## src/rtl/lsu_pkg.sv

```systemverilog
// Shared types for the data-memory port arbiter and its
// committed-store buffer.
package lsu_pkg;

   typedef struct packed {
      logic [31:0] addr;
      logic [31:0] data;
      logic [3:0]  strb;
      logic        valid;
   } sb_entry_t;

   typedef enum logic {
      LOAD_PRI  = 1'b0,
      STORE_PRI = 1'b1
   } arb_state_e;

   // Byte strobes to the DM's active-low per-bit write enable.
   function automatic logic [31:0] strb_to_wmask(
      input logic [3:0] strb
   );
      logic [31:0] m;
      for (int k = 0; k < 4; k++) begin
         m[8*k +: 8] = {8{~strb[k]}};
      end
      return m;
   endfunction

endpackage

```

## src/rtl/commit_store_buffer.sv

```systemverilog
// Circular FIFO of retired stores with a word-address match
// against every pending entry for load ordering.
module commit_store_buffer
   import lsu_pkg::*;
#(
   parameter int DEPTH = 4
) (
   input  logic                   clk,
   input  logic                   rst,
   input  logic                   push,
   input  logic [31:0]            push_addr,
   input  logic [31:0]            push_data,
   input  logic [3:0]             push_strb,
   input  logic                   pop,
   input  logic [29:0]            lookup_word,
   output logic                   hit,
   output logic                   empty,
   output logic                   full,
   output logic [$clog2(DEPTH):0] count_next,
   output sb_entry_t              head
);
   localparam int PW = $clog2(DEPTH);
   localparam int CW = PW + 1;

   sb_entry_t     mem_q [DEPTH];
   sb_entry_t     mem_d [DEPTH];
   logic [PW-1:0] head_q, head_d;
   logic [PW-1:0] tail_q, tail_d;
   logic [CW-1:0] count_q, count_d;

   always_comb begin
      mem_d  = mem_q;
      head_d = head_q;
      tail_d = tail_q;
      if (pop) begin
         mem_d[head_q].valid = 1'b0;
         head_d = head_q + PW'(1);
      end
      if (push) begin
         mem_d[tail_q] = '{addr:  push_addr,
                           data:  push_data,
                           strb:  push_strb,
                           valid: 1'b1};
         tail_d = tail_q + PW'(1);
      end
      count_d = count_q + CW'(push) - CW'(pop);
   end

   always_ff @(posedge clk) begin
      if (!rst) begin
         for (int i = 0; i < DEPTH; i++) mem_q[i] <= '0;
         head_q  <= '0;
         tail_q  <= '0;
         count_q <= '0;
      end else begin
         for (int i = 0; i < DEPTH; i++) mem_q[i] <= mem_d[i];
         head_q  <= head_d;
         tail_q  <= tail_d;
         count_q <= count_d;
      end
   end

   always_comb begin
      hit = 1'b0;
      for (int i = 0; i < DEPTH; i++) begin
         if (mem_q[i].valid &&
             mem_q[i].addr[31:2] == lookup_word)
            hit = 1'b1;
      end
   end

   assign empty      = (count_q == '0);
   assign full       = (count_q == CW'(DEPTH));
   assign count_next = count_d;
   assign head       = mem_q[head_q];

endmodule

```

## src/rtl/dm_port_arbiter.sv

```systemverilog
// Single-port DM owner: arbitrates LSU loads against the
// committed-store buffer, with hazard blocking and fence drain.
module dm_port_arbiter
   import lsu_pkg::*;
#(
   parameter int SB_DEPTH     = 4,
   parameter int STARVE_LIMIT = 8,
   parameter int TAG_W        = 2
) (
   input  logic             clk,
   input  logic             rst,
   input  logic             ld_req_valid,
   input  logic [31:0]      ld_req_addr,
   input  logic [TAG_W-1:0] ld_req_tag,
   output logic             ld_req_ready,
   output logic             ld_rsp_valid,
   output logic [TAG_W-1:0] ld_rsp_tag,
   output logic [31:0]      ld_rsp_data,
   input  logic             st_commit_valid,
   input  logic [31:0]      st_commit_addr,
   input  logic [31:0]      st_commit_data,
   input  logic [3:0]       st_commit_strb,
   output logic             st_commit_ready,
   input  logic             fence_req,
   output logic             fence_done,
   input  logic [31:0]      DM_rd_data,
   output logic             DM_c_en,
   output logic             DM_r_en,
   output logic [31:0]      DM_w_en,
   output logic [31:0]      DM_addr,
   output logic [31:0]      DM_w_data
);
   localparam int CW = $clog2(SB_DEPTH) + 1;
   localparam int SW = $clog2(STARVE_LIMIT + 1);

   arb_state_e       state_q, state_d;
   logic [SW-1:0]    starve_q, starve_d;
   logic             rsp_valid_q, rsp_valid_d;
   logic [TAG_W-1:0] rsp_tag_q, rsp_tag_d;

   logic             sb_push, sb_hit;
   logic             sb_empty, sb_full;
   logic [CW-1:0]    sb_count_next;
   sb_entry_t        sb_head;
   logic             store_go, load_go;

   commit_store_buffer #(
      .DEPTH(SB_DEPTH)
   ) u_sb (
      .clk        (clk),
      .rst        (rst),
      .push       (sb_push),
      .push_addr  (st_commit_addr),
      .push_data  (st_commit_data),
      .push_strb  (st_commit_strb),
      .pop        (store_go),
      .lookup_word(ld_req_addr[31:2]),
      .hit        (sb_hit),
      .empty      (sb_empty),
      .full       (sb_full),
      .count_next (sb_count_next),
      .head       (sb_head)
   );

   assign st_commit_ready = !sb_full;
   assign sb_push         = st_commit_valid && !sb_full;
   assign fence_done      = fence_req && sb_empty;
   assign ld_req_ready    = load_go;
   assign ld_rsp_valid    = rsp_valid_q;
   assign ld_rsp_tag      = rsp_tag_q;
   assign ld_rsp_data     = DM_rd_data;

   // The port stays idle for as long as reset is held.
   always_comb begin
      store_go = rst && sb_head.valid &&
                 (state_q == STORE_PRI ||
                  !ld_req_valid || sb_hit);
      load_go  = rst && ld_req_valid &&
                 !sb_hit && !store_go;
   end

   always_comb begin
      DM_c_en   = 1'b1;
      DM_r_en   = 1'b1;
      DM_w_en   = '1;
      DM_addr   = '0;
      DM_w_data = '0;
      unique case (1'b1)
         store_go: begin
            DM_c_en   = 1'b0;
            DM_r_en   = 1'b0;
            DM_w_en   = strb_to_wmask(sb_head.strb);
            DM_addr   = sb_head.addr;
            DM_w_data = sb_head.data;
         end
         load_go: begin
            DM_c_en = 1'b0;
            DM_addr = ld_req_addr;
         end
         default: ;
      endcase
   end

   always_comb begin
      starve_d = starve_q;
      if (sb_empty || store_go)
         starve_d = '0;
      else if (starve_q != SW'(STARVE_LIMIT))
         starve_d = starve_q + SW'(1);

      // Priority flips on the same edge the trigger is reached.
      state_d = state_q;
      unique case (state_q)
         LOAD_PRI:
            if (sb_count_next == CW'(SB_DEPTH) ||
                starve_d == SW'(STARVE_LIMIT) ||
                fence_req)
               state_d = STORE_PRI;
         STORE_PRI:
            if (sb_count_next == '0)
               state_d = LOAD_PRI;
            else if (store_go && !fence_req &&
                     sb_count_next != CW'(SB_DEPTH))
               state_d = LOAD_PRI;
         default:
            state_d = LOAD_PRI;
      endcase

      rsp_valid_d = load_go;
      rsp_tag_d   = load_go ? ld_req_tag : rsp_tag_q;
   end

   always_ff @(posedge clk) begin
      if (!rst) begin
         state_q     <= LOAD_PRI;
         starve_q    <= '0;
         rsp_valid_q <= 1'b0;
         rsp_tag_q   <= '0;
      end else begin
         state_q     <= state_d;
         starve_q    <= starve_d;
         rsp_valid_q <= rsp_valid_d;
         rsp_tag_q   <= rsp_tag_d;
      end
   end

endmodule

```

## config.mk

```make
export PLATFORM = sky130hd
export DESIGN_NAME = dm_port_arbiter
export DESIGN_NICKNAME = d
export VERILOG_FILES = /design/src/rtl/lsu_pkg.sv /design/src/rtl/commit_store_buffer.sv /design/src/rtl/dm_port_arbiter.sv
export SDC_FILE = /design/constraint.sdc
export NUM_CORES = 1
export LEC_CHECK = 0
export CORE_MARGIN = 2
export CORE_UTILIZATION = 37
export CTS_BUF_LIST = sky130_fd_sc_hd__clkbuf_4 sky130_fd_sc_hd__clkbuf_8 sky130_fd_sc_hd__clkbuf_16
export CTS_CLUSTER_SIZE = 25
export DETAILED_ROUTE_END_ITERATION = 10
export PLACE_DENSITY = 0.63
export SYNTH_ARGS = -nofsm -noshare
export SYNTH_HDL_FRONTEND = slang
export SYNTH_HIERARCHICAL = 1
export SYNTH_SLANG_ARGS = --single-unit
export TNS_END_PERCENT = 100
```

## constraint.sdc

```tcl
create_clock -name clk -period 5.87 [get_ports clk]
set_input_delay 0.587 -clock clk [delete_from_list [all_inputs] [get_ports clk]]
set_output_delay 0.587 -clock clk [all_outputs]
set_load 0.02 [all_outputs]
```

# ---- Yosys cells after proc, flatten, opt, wreduce, memory -nomap -nowiden
# Index checks and enable logic that the tools add are counted.
dict set report op_classes {
  add_sub_neg 5
  n_lt_le_gt_ge 4
  n_eq_ne 9
  n_mux 26
  n_bitwise 7
  reduce_logical 28
}
# cell n
set op_table {}
lappend op_table {{$bwmux 276} 2}
lappend op_table {{$mux 276} 2}
lappend op_table {{$demux 69 s2} 2}
lappend op_table {{$mux 69} 3}
lappend op_table {{$bmux 69 s2} 1}
lappend op_table {{$eq 30x30->1} 4}
lappend op_table {{$mux 32} 2}
lappend op_table {{$pmux 32 s2} 1}
lappend op_table {{$logic_and 1x1->1} 15}
lappend op_table {{$mux 1} 10}
lappend op_table {{$mux 4} 2}
lappend op_table {{$eq 3x3->1 const B} 2}
lappend op_table {{$ge 3x3->1 const B} 2}
lappend op_table {{$logic_not 3->1} 2}
lappend op_table {{$lt 3x1->1 const B} 2}
lappend op_table {{$not 2->3} 2}
lappend op_table {{$logic_not 1->1} 5}
lappend op_table {{$logic_or 1x1->1} 5}
lappend op_table {{$not 1->1} 5}
lappend op_table {{$add 2x1->2 const B} 2}
lappend op_table {{$add 4x1->4 const B} 1}
lappend op_table {{$eq 4x4->1 const B} 1}
lappend op_table {{$ne 4x4->1 const B} 1}
lappend op_table {{$add 3x1->3} 1}
lappend op_table {{4 further kinds} 4}
dict set report totals {
  ff_bits 291
  input_bits 139
  out_inout_bits 136
  elab_cells 102
}

# ---- Depth between registers and ports, before layout
dict set report depth {
  word_depth 15
  mapped_depth 20
  mapped_depth_nobuf 18
}

# ---- Cells and area by module
# Netlist, hierarchy kept.
# mod n_inst cells_each area_each_um2 seq_area_each_um2
set by_module_without_submodules {}
lappend by_module_without_submodules {commit_store_buffer 1 1507 13658.1 5665.4}
lappend by_module_without_submodules {dm_port_arbiter 1 196 1487.7 160.2}

# ---- Least setup slack after synthesis
# No wires, ideal clock.
dict set report synth_timing {
  kind {in2reg}
  startpoint {input port ld_req_addr[17]}
  endpoint {register state_q}
  setup_ps 92
  arrival_ps 3464
  slack_ps 2314
  cell_stages 20
  path_buffers 2
  path_cell_list {clkbuf_1 xnor2_1 nand4_1 nor4_1 nand4_1 nand4_1 nand2b_4 nor2_1 nor2_2 buf_2 ha_1 inv_1 ha_1 inv_1 fa_1 xnor2_1 xnor2_1 nand2_1 o221a_2 o32ai_1}
}
dict set report synth_via {
  elab_cells_between_ends 29
}
# item line
set synth_lines {}
lappend synth_lines {{from (decl)} dm_port_arbiter.sv:13} ;# input logic [31:0] ld_req_addr,
lappend synth_lines {{$eq 30x30->1} commit_store_buffer.sv:67} ;# mem_q[i].addr[31:2] == lookup_word)
lappend synth_lines {{$logic_and 1x1->1} commit_store_buffer.sv:66} ;# if (mem_q[i].valid &&
lappend synth_lines {{$mux 1 (3 in series)} commit_store_buffer.sv:66}
lappend synth_lines {{$mux 1 *} commit_store_buffer.sv:66}
lappend synth_lines {{named net sb_hit} dm_port_arbiter.sv:41} ;# logic sb_push, sb_hit;
lappend synth_lines {{$logic_or 1x1->1 *} dm_port_arbiter.sv:77} ;# !ld_req_valid || sb_hit);
lappend synth_lines {{$logic_and 1x1->1 *} dm_port_arbiter.sv:75} ;# store_go = rst && sb_head.valid &&
lappend synth_lines {{named net store_go} dm_port_arbiter.sv:45} ;# logic store_go, load_go;
lappend synth_lines {{$sub 3x1->3 *} commit_store_buffer.sv:46} ;# count_d = count_q + CW'(push) - CW'(pop);
lappend synth_lines {{named net sb_count_next[2]} dm_port_arbiter.sv:43} ;# logic [CW-1:0] sb_count_next;
lappend synth_lines {{$ne 3x3->1 / $eq 3x3->1 (equally long branches)} {dm_port_arbiter.sv:123, dm_port_arbiter.sv:115}}
lappend synth_lines {{$logic_and 1x1->1 / $logic_or 1x1->1 (equally long branches)} {dm_port_arbiter.sv:122, dm_port_arbiter.sv:115}}
lappend synth_lines {{$mux 1 / $logic_or 1x1->1 (equally long branches)} {dm_port_arbiter.sv:122, dm_port_arbiter.sv:116}}
lappend synth_lines {{$mux 1, on equally long branches} {dm_port_arbiter.sv:120, dm_port_arbiter.sv:115}}
lappend synth_lines {{$pmux 1 s2 *} dm_port_arbiter.sv:113} ;# unique case (state_q)
lappend synth_lines {{to (signal assigned)} dm_port_arbiter.sv:140} ;# state_q <= state_d;
lappend synth_lines {{to (decl)} dm_port_arbiter.sv:36} ;# arb_state_e state_q, state_d;
# The timed path passes the listed nets; every way through them passes the cells marked *.
# A chain may end at the register's enable or synchronous reset.

# ---- Worst setup path in the final report
dict set report layout_timing {
  startpoint {input port ld_req_addr[3]}
  endpoint {output port DM_addr[17]}
}
dict set report layout_via {
  elab_chain_len 11
  elab_cells_between_ends 19
}
# item line
set layout_lines {}
lappend layout_lines {{$eq 30x30->1} commit_store_buffer.sv:67}
lappend layout_lines {{$logic_and 1x1->1} commit_store_buffer.sv:66}
lappend layout_lines {{$mux 1 (3 in series)} commit_store_buffer.sv:66}
lappend layout_lines {{$mux 1 *} commit_store_buffer.sv:66}
lappend layout_lines {{named net sb_hit} dm_port_arbiter.sv:41}
lappend layout_lines {{$logic_or 1x1->1} dm_port_arbiter.sv:77}
lappend layout_lines {{$logic_and 1x1->1} dm_port_arbiter.sv:75}
lappend layout_lines {{$logic_not 1->1} dm_port_arbiter.sv:79} ;# !sb_hit && !store_go;
lappend layout_lines {{$logic_and 1x1->1} dm_port_arbiter.sv:79}
lappend layout_lines {{$pmux 32 s2 *} dm_port_arbiter.sv:88} ;# unique case (1'b1)
lappend layout_lines {{to (decl)} dm_port_arbiter.sv:30} ;# output logic [31:0] DM_addr,
# Marked as above.

==> results.sh <==
export IMPL_status="complete, no violations"
export IMPL_hp_class="flip-flop to flip-flop"
export IMPL_drtIter0Drc=970
export IMPL_worstPathArrival_ns=4.30
export IMPL_synth_xor_area_share_pct=7.29
export IMPL_grt_max_degree=127
export IMPL_final_cell_mix="nand2_1 (560), dfxtp_1 (289), a21boi_0 (232)"
export IMPL_io_buffers=210
export IMPL_start_util_pct=37.3
export IMPL_gp_congestion=0.905
export IMPL_cts_resized=0
export IMPL_syn_area_per_cell_um2=8.89
export IMPL_postSynthCellCount=1703
export IMPL_cp_required_ns=5.28
export IMPL_drv_slew=0
export IMPL_ir_worst_vdd_uv=194
export IMPL_firstDrtPassIters=5
export IMPL_ant_nets=0
export IMPL_p_total_mw=5.88
export IMPL_grt_pass1_vias=12300
export IMPL_netlist_area_leader_share_pct=38.5
export IMPL_synth_mux_area_share_pct=10.4
export IMPL_synth_area_um2=15100
export IMPL_drc_errors=0
export IMPL_critPathMaxFanout=28
export IMPL_area_growth_pct=19.9
export IMPL_setup_viol=0
export IMPL_cpMostUsedCell="nand4_1"
export IMPL_syn_nets=1855
export IMPL_ys_seq_area_share_pct=38.5
export IMPL_insertion_delay_ns=0.53
export IMPL_preCtsSetupSlack_ns=1.03
export IMPL_cts_setup_buffers=0
export IMPL_grt_pass1_wl_mm=70.9
export IMPL_layout_commonest_cell="nand2_1"
export IMPL_clockBufferDepth=3
export IMPL_max_cap_violations=0
export IMPL_power_density_nw_per_um2=324
export IMPL_whs_ns=0.456
export IMPL_globalRouteOverflowTotal=0
export IMPL_finalSetupTns_ns=0
export IMPL_io_pin_count=275
export IMPL_slowest_stage="clkdlybuf4s50_1"
export IMPL_cts_made_buffers=34
export IMPL_routed_wl_mm=46.8
export IMPL_vias=12300
export IMPL_fill_cells=3922
export IMPL_post_route_min_period_ns=4.89
export IMPL_max_freq_ghz=0.205
export IMPL_reg2reg_slack_ns=1.99
export IMPL_root_buffer="clkbuf_16"
export IMPL_cp_top_family="buffers and inverters"
export IMPL_crit_type="input pin to primary output"
export IMPL_tightest_slew_ns=1.08
export IMPL_clock_sink_count=291
export IMPL_avgRoutedWirePerCell_um=20.1
export IMPL_nNetsFinal=1926
export IMPL_track_usage_pct=21.6
export IMPL_path_clk_slew_ns=0.06
export IMPL_yosys_area_top_type="dfxtp_1"
export IMPL_synth_compound_area_share_pct=16.2
export IMPL_rsz0062_at_grt="no"
export IMPL_clkPwrFrac_pct=39.9
export IMPL_hp_start="u_sb/mem_q[230]"
export IMPL_worstReg2RegStart="u_sb/mem_q[41]"
export IMPL_synthSimpleGateAreaFrac_pct=18.4
export IMPL_fin_crit_sh_pct=83.3
export IMPL_slowest_delay_ns=0.61
export IMPL_viasPerCell=5.29
export IMPL_ys_ff_latch=291
export IMPL_hold_violations=0
export IMPL_dieHeight_um=206
export IMPL_seqPwrFrac_pct=39.2
export IMPL_comb_power_share_pct=20.9
export IMPL_reg2reg_to="state_q"
export IMPL_core_um2=40600
export IMPL_leakage_nw=6.14
export IMPL_antenna_found_initial=3
export IMPL_drive_gt1_share_pct=9.45
export IMPL_startpoint="ld_req_addr[3]"
export IMPL_cts_tree="yes"
export IMPL_critPathLaunchType="input pin"
export IMPL_path_buf_inv=3
export IMPL_clock_skew_ns=0.0193
export IMPL_cts_hold_buf=0
export IMPL_endpoint_kind="primary output"
export IMPL_die_area_um2=42600
export IMPL_synth_distinct_cells=42
export IMPL_synth_area_top_cells="dfxtp_1 (38%), nand2_1 (14%), a21boi_0 (11%), mux4_2 (10%), xnor2_1 (4.5%)"
export IMPL_p_int_mw=4.14
export IMPL_die_w_um=206
export IMPL_rr_worst_depth=18
export IMPL_finalWorstSetupSlack_ns=0.983
export IMPL_std_cell_rows=74
export IMPL_synth_top_family_by_area="simple AND/OR/NAND/NOR gates"
export IMPL_min_path_cells=2
export IMPL_switching_share_pct=29.6
export IMPL_slew_headroom_pct=28.1
export IMPL_yosys_warnings=6
export IMPL_hpwl_mm=30.3
export IMPL_cts_htree_levels=2
export IMPL_crit_chain="clkdlybuf4s50_1 > xnor2_1 > nand4_1 > nor4_1 > nand4_1 > nand4_1 > nand2b_4 > nor2_1 > nor2_4 > buf_4 > a22o_1 > clkdlybuf4s50_1"
export IMPL_synthAdderAreaFrac_pct=1.12
export IMPL_p_sw_mw=1.74
export IMPL_holdPathEnd="u_sb/mem_q[230]"
-- stage by stage --
stage,cells,instance area (um^2),utilization [%]
after global routing,2332,18200,44.7
after CTS,2330,18200,44.7
after detailed placement,2270,16900,41.6
after global placement,2270,16900,41.6
final,2333,18200,44.7
after floorplan,1703,15100,-
-- kinds of logic (layout without fill, tap and decap cells) --
logic type               count (synthesis)  after routing
buffers and inverters                  210            305
other                                    0              3
flip-flops                             291            291
XOR/XNOR                               126            126
multiplexers                            71             71
AND/OR/NAND/NOR                        672            672
adder cells (fa/ha/maj)                 13             13
AO/OA/AOI/OAI                          320            320
-- worst register-to-register path, cell delays in order, from the launching register on --
cell and delay (ns):
dfxtp_1 0.33, xnor2_1 0.41, nand4_1 0.19, nor4_1 0.36, nand4_1 0.15, nand4_1 0.14, nand2b_4 0.18, nor2_1 0.08
nor2_4 0.34, ha_1 0.30, inv_1 0.06, ha_1 0.13, inv_1 0.05, fa_1 0.41, xnor2_1 0.18, xnor2_1 0.15
nand2_1 0.07, o221a_2 0.12, o32ai_1 0.13
-- flip-flops by register name (all words and copies together), names as in the netlist --
register / count
state_q: 1
u_sb/mem_q: 276
ld_rsp_valid: 1
ld_rsp_tag: 2
u_sb/tail_q: 2
starve_q: 4
u_sb/head_q: 2
u_sb/count_q: 3
-- area by class of cell --
class	instances	area, um^2	share of cell area [%]
timing repair buffer	230	2250	12.4
inverter	15	56.3	0.310
tap	532	666	3.66
clock buffer	44	1010	5.56
antenna	3	7.51	0.0413
clock inverter	16	238	1.31
multi-input combinational	1202	8100	44.6
sequential	291	5830	32.1
-- metal layers --
layer | part of all wire, % | wire, um | global-route usage, %
met5 | 0 | 0 | 0
met1 | 42 | 19500 | 27.5
met4 | 2.9 | 1370 | 7.70
met2 | 47 | 22100 | 36.5
met3 | 8.1 | 3810 | 4.24
-- power by group through the flow --
stage | combinational, mW | clock (mW) | sequential [mW]
2_1_floorplan | 0.864 | 0 | 2.28
3_3_place_gp | 1.20 | 0 | 2.34
3_5_place_dp | 1.22 | 0 | 2.35
4_1_cts | 1.23 | 2.39 | 2.30
5_1_grt | 1.33 | 2.47 | 2.33
6_report | 1.23 | 2.35 | 2.30
-- cells in the mapped netlist (all sizes together) --
cell	count
nand3b	2
nor2	6
buf	143
a22o	32
nand3	2
nor3b	2
dfxtp	291
mux2i	2
xor2	48
a21boi	272
xnor2	78
nand2	564
o21a	1
inv	15
and2	41
nor3	3
nand4	25
a211oi	2
o221a	1
a21oi	7
nor2b	8
o32ai	1
o21ai	3
nand2b	3
nor4	16
a21o	1
ha	12
clkbuf	52
fa	1
mux4	69
-- worst max path at each step --
stage,slack [ns],cells after the start,to
after floorplan,2.31,20,state_q
after detailed placement,1.03,12,DM_addr[17]
after CTS,1.03,12,DM_addr[17]
final,0.98,12,DM_addr[17]
after global placement,1.15,12,DM_addr[26]
after global routing,0.84,12,DM_addr[17]
(Power assumes the default switching activity.)
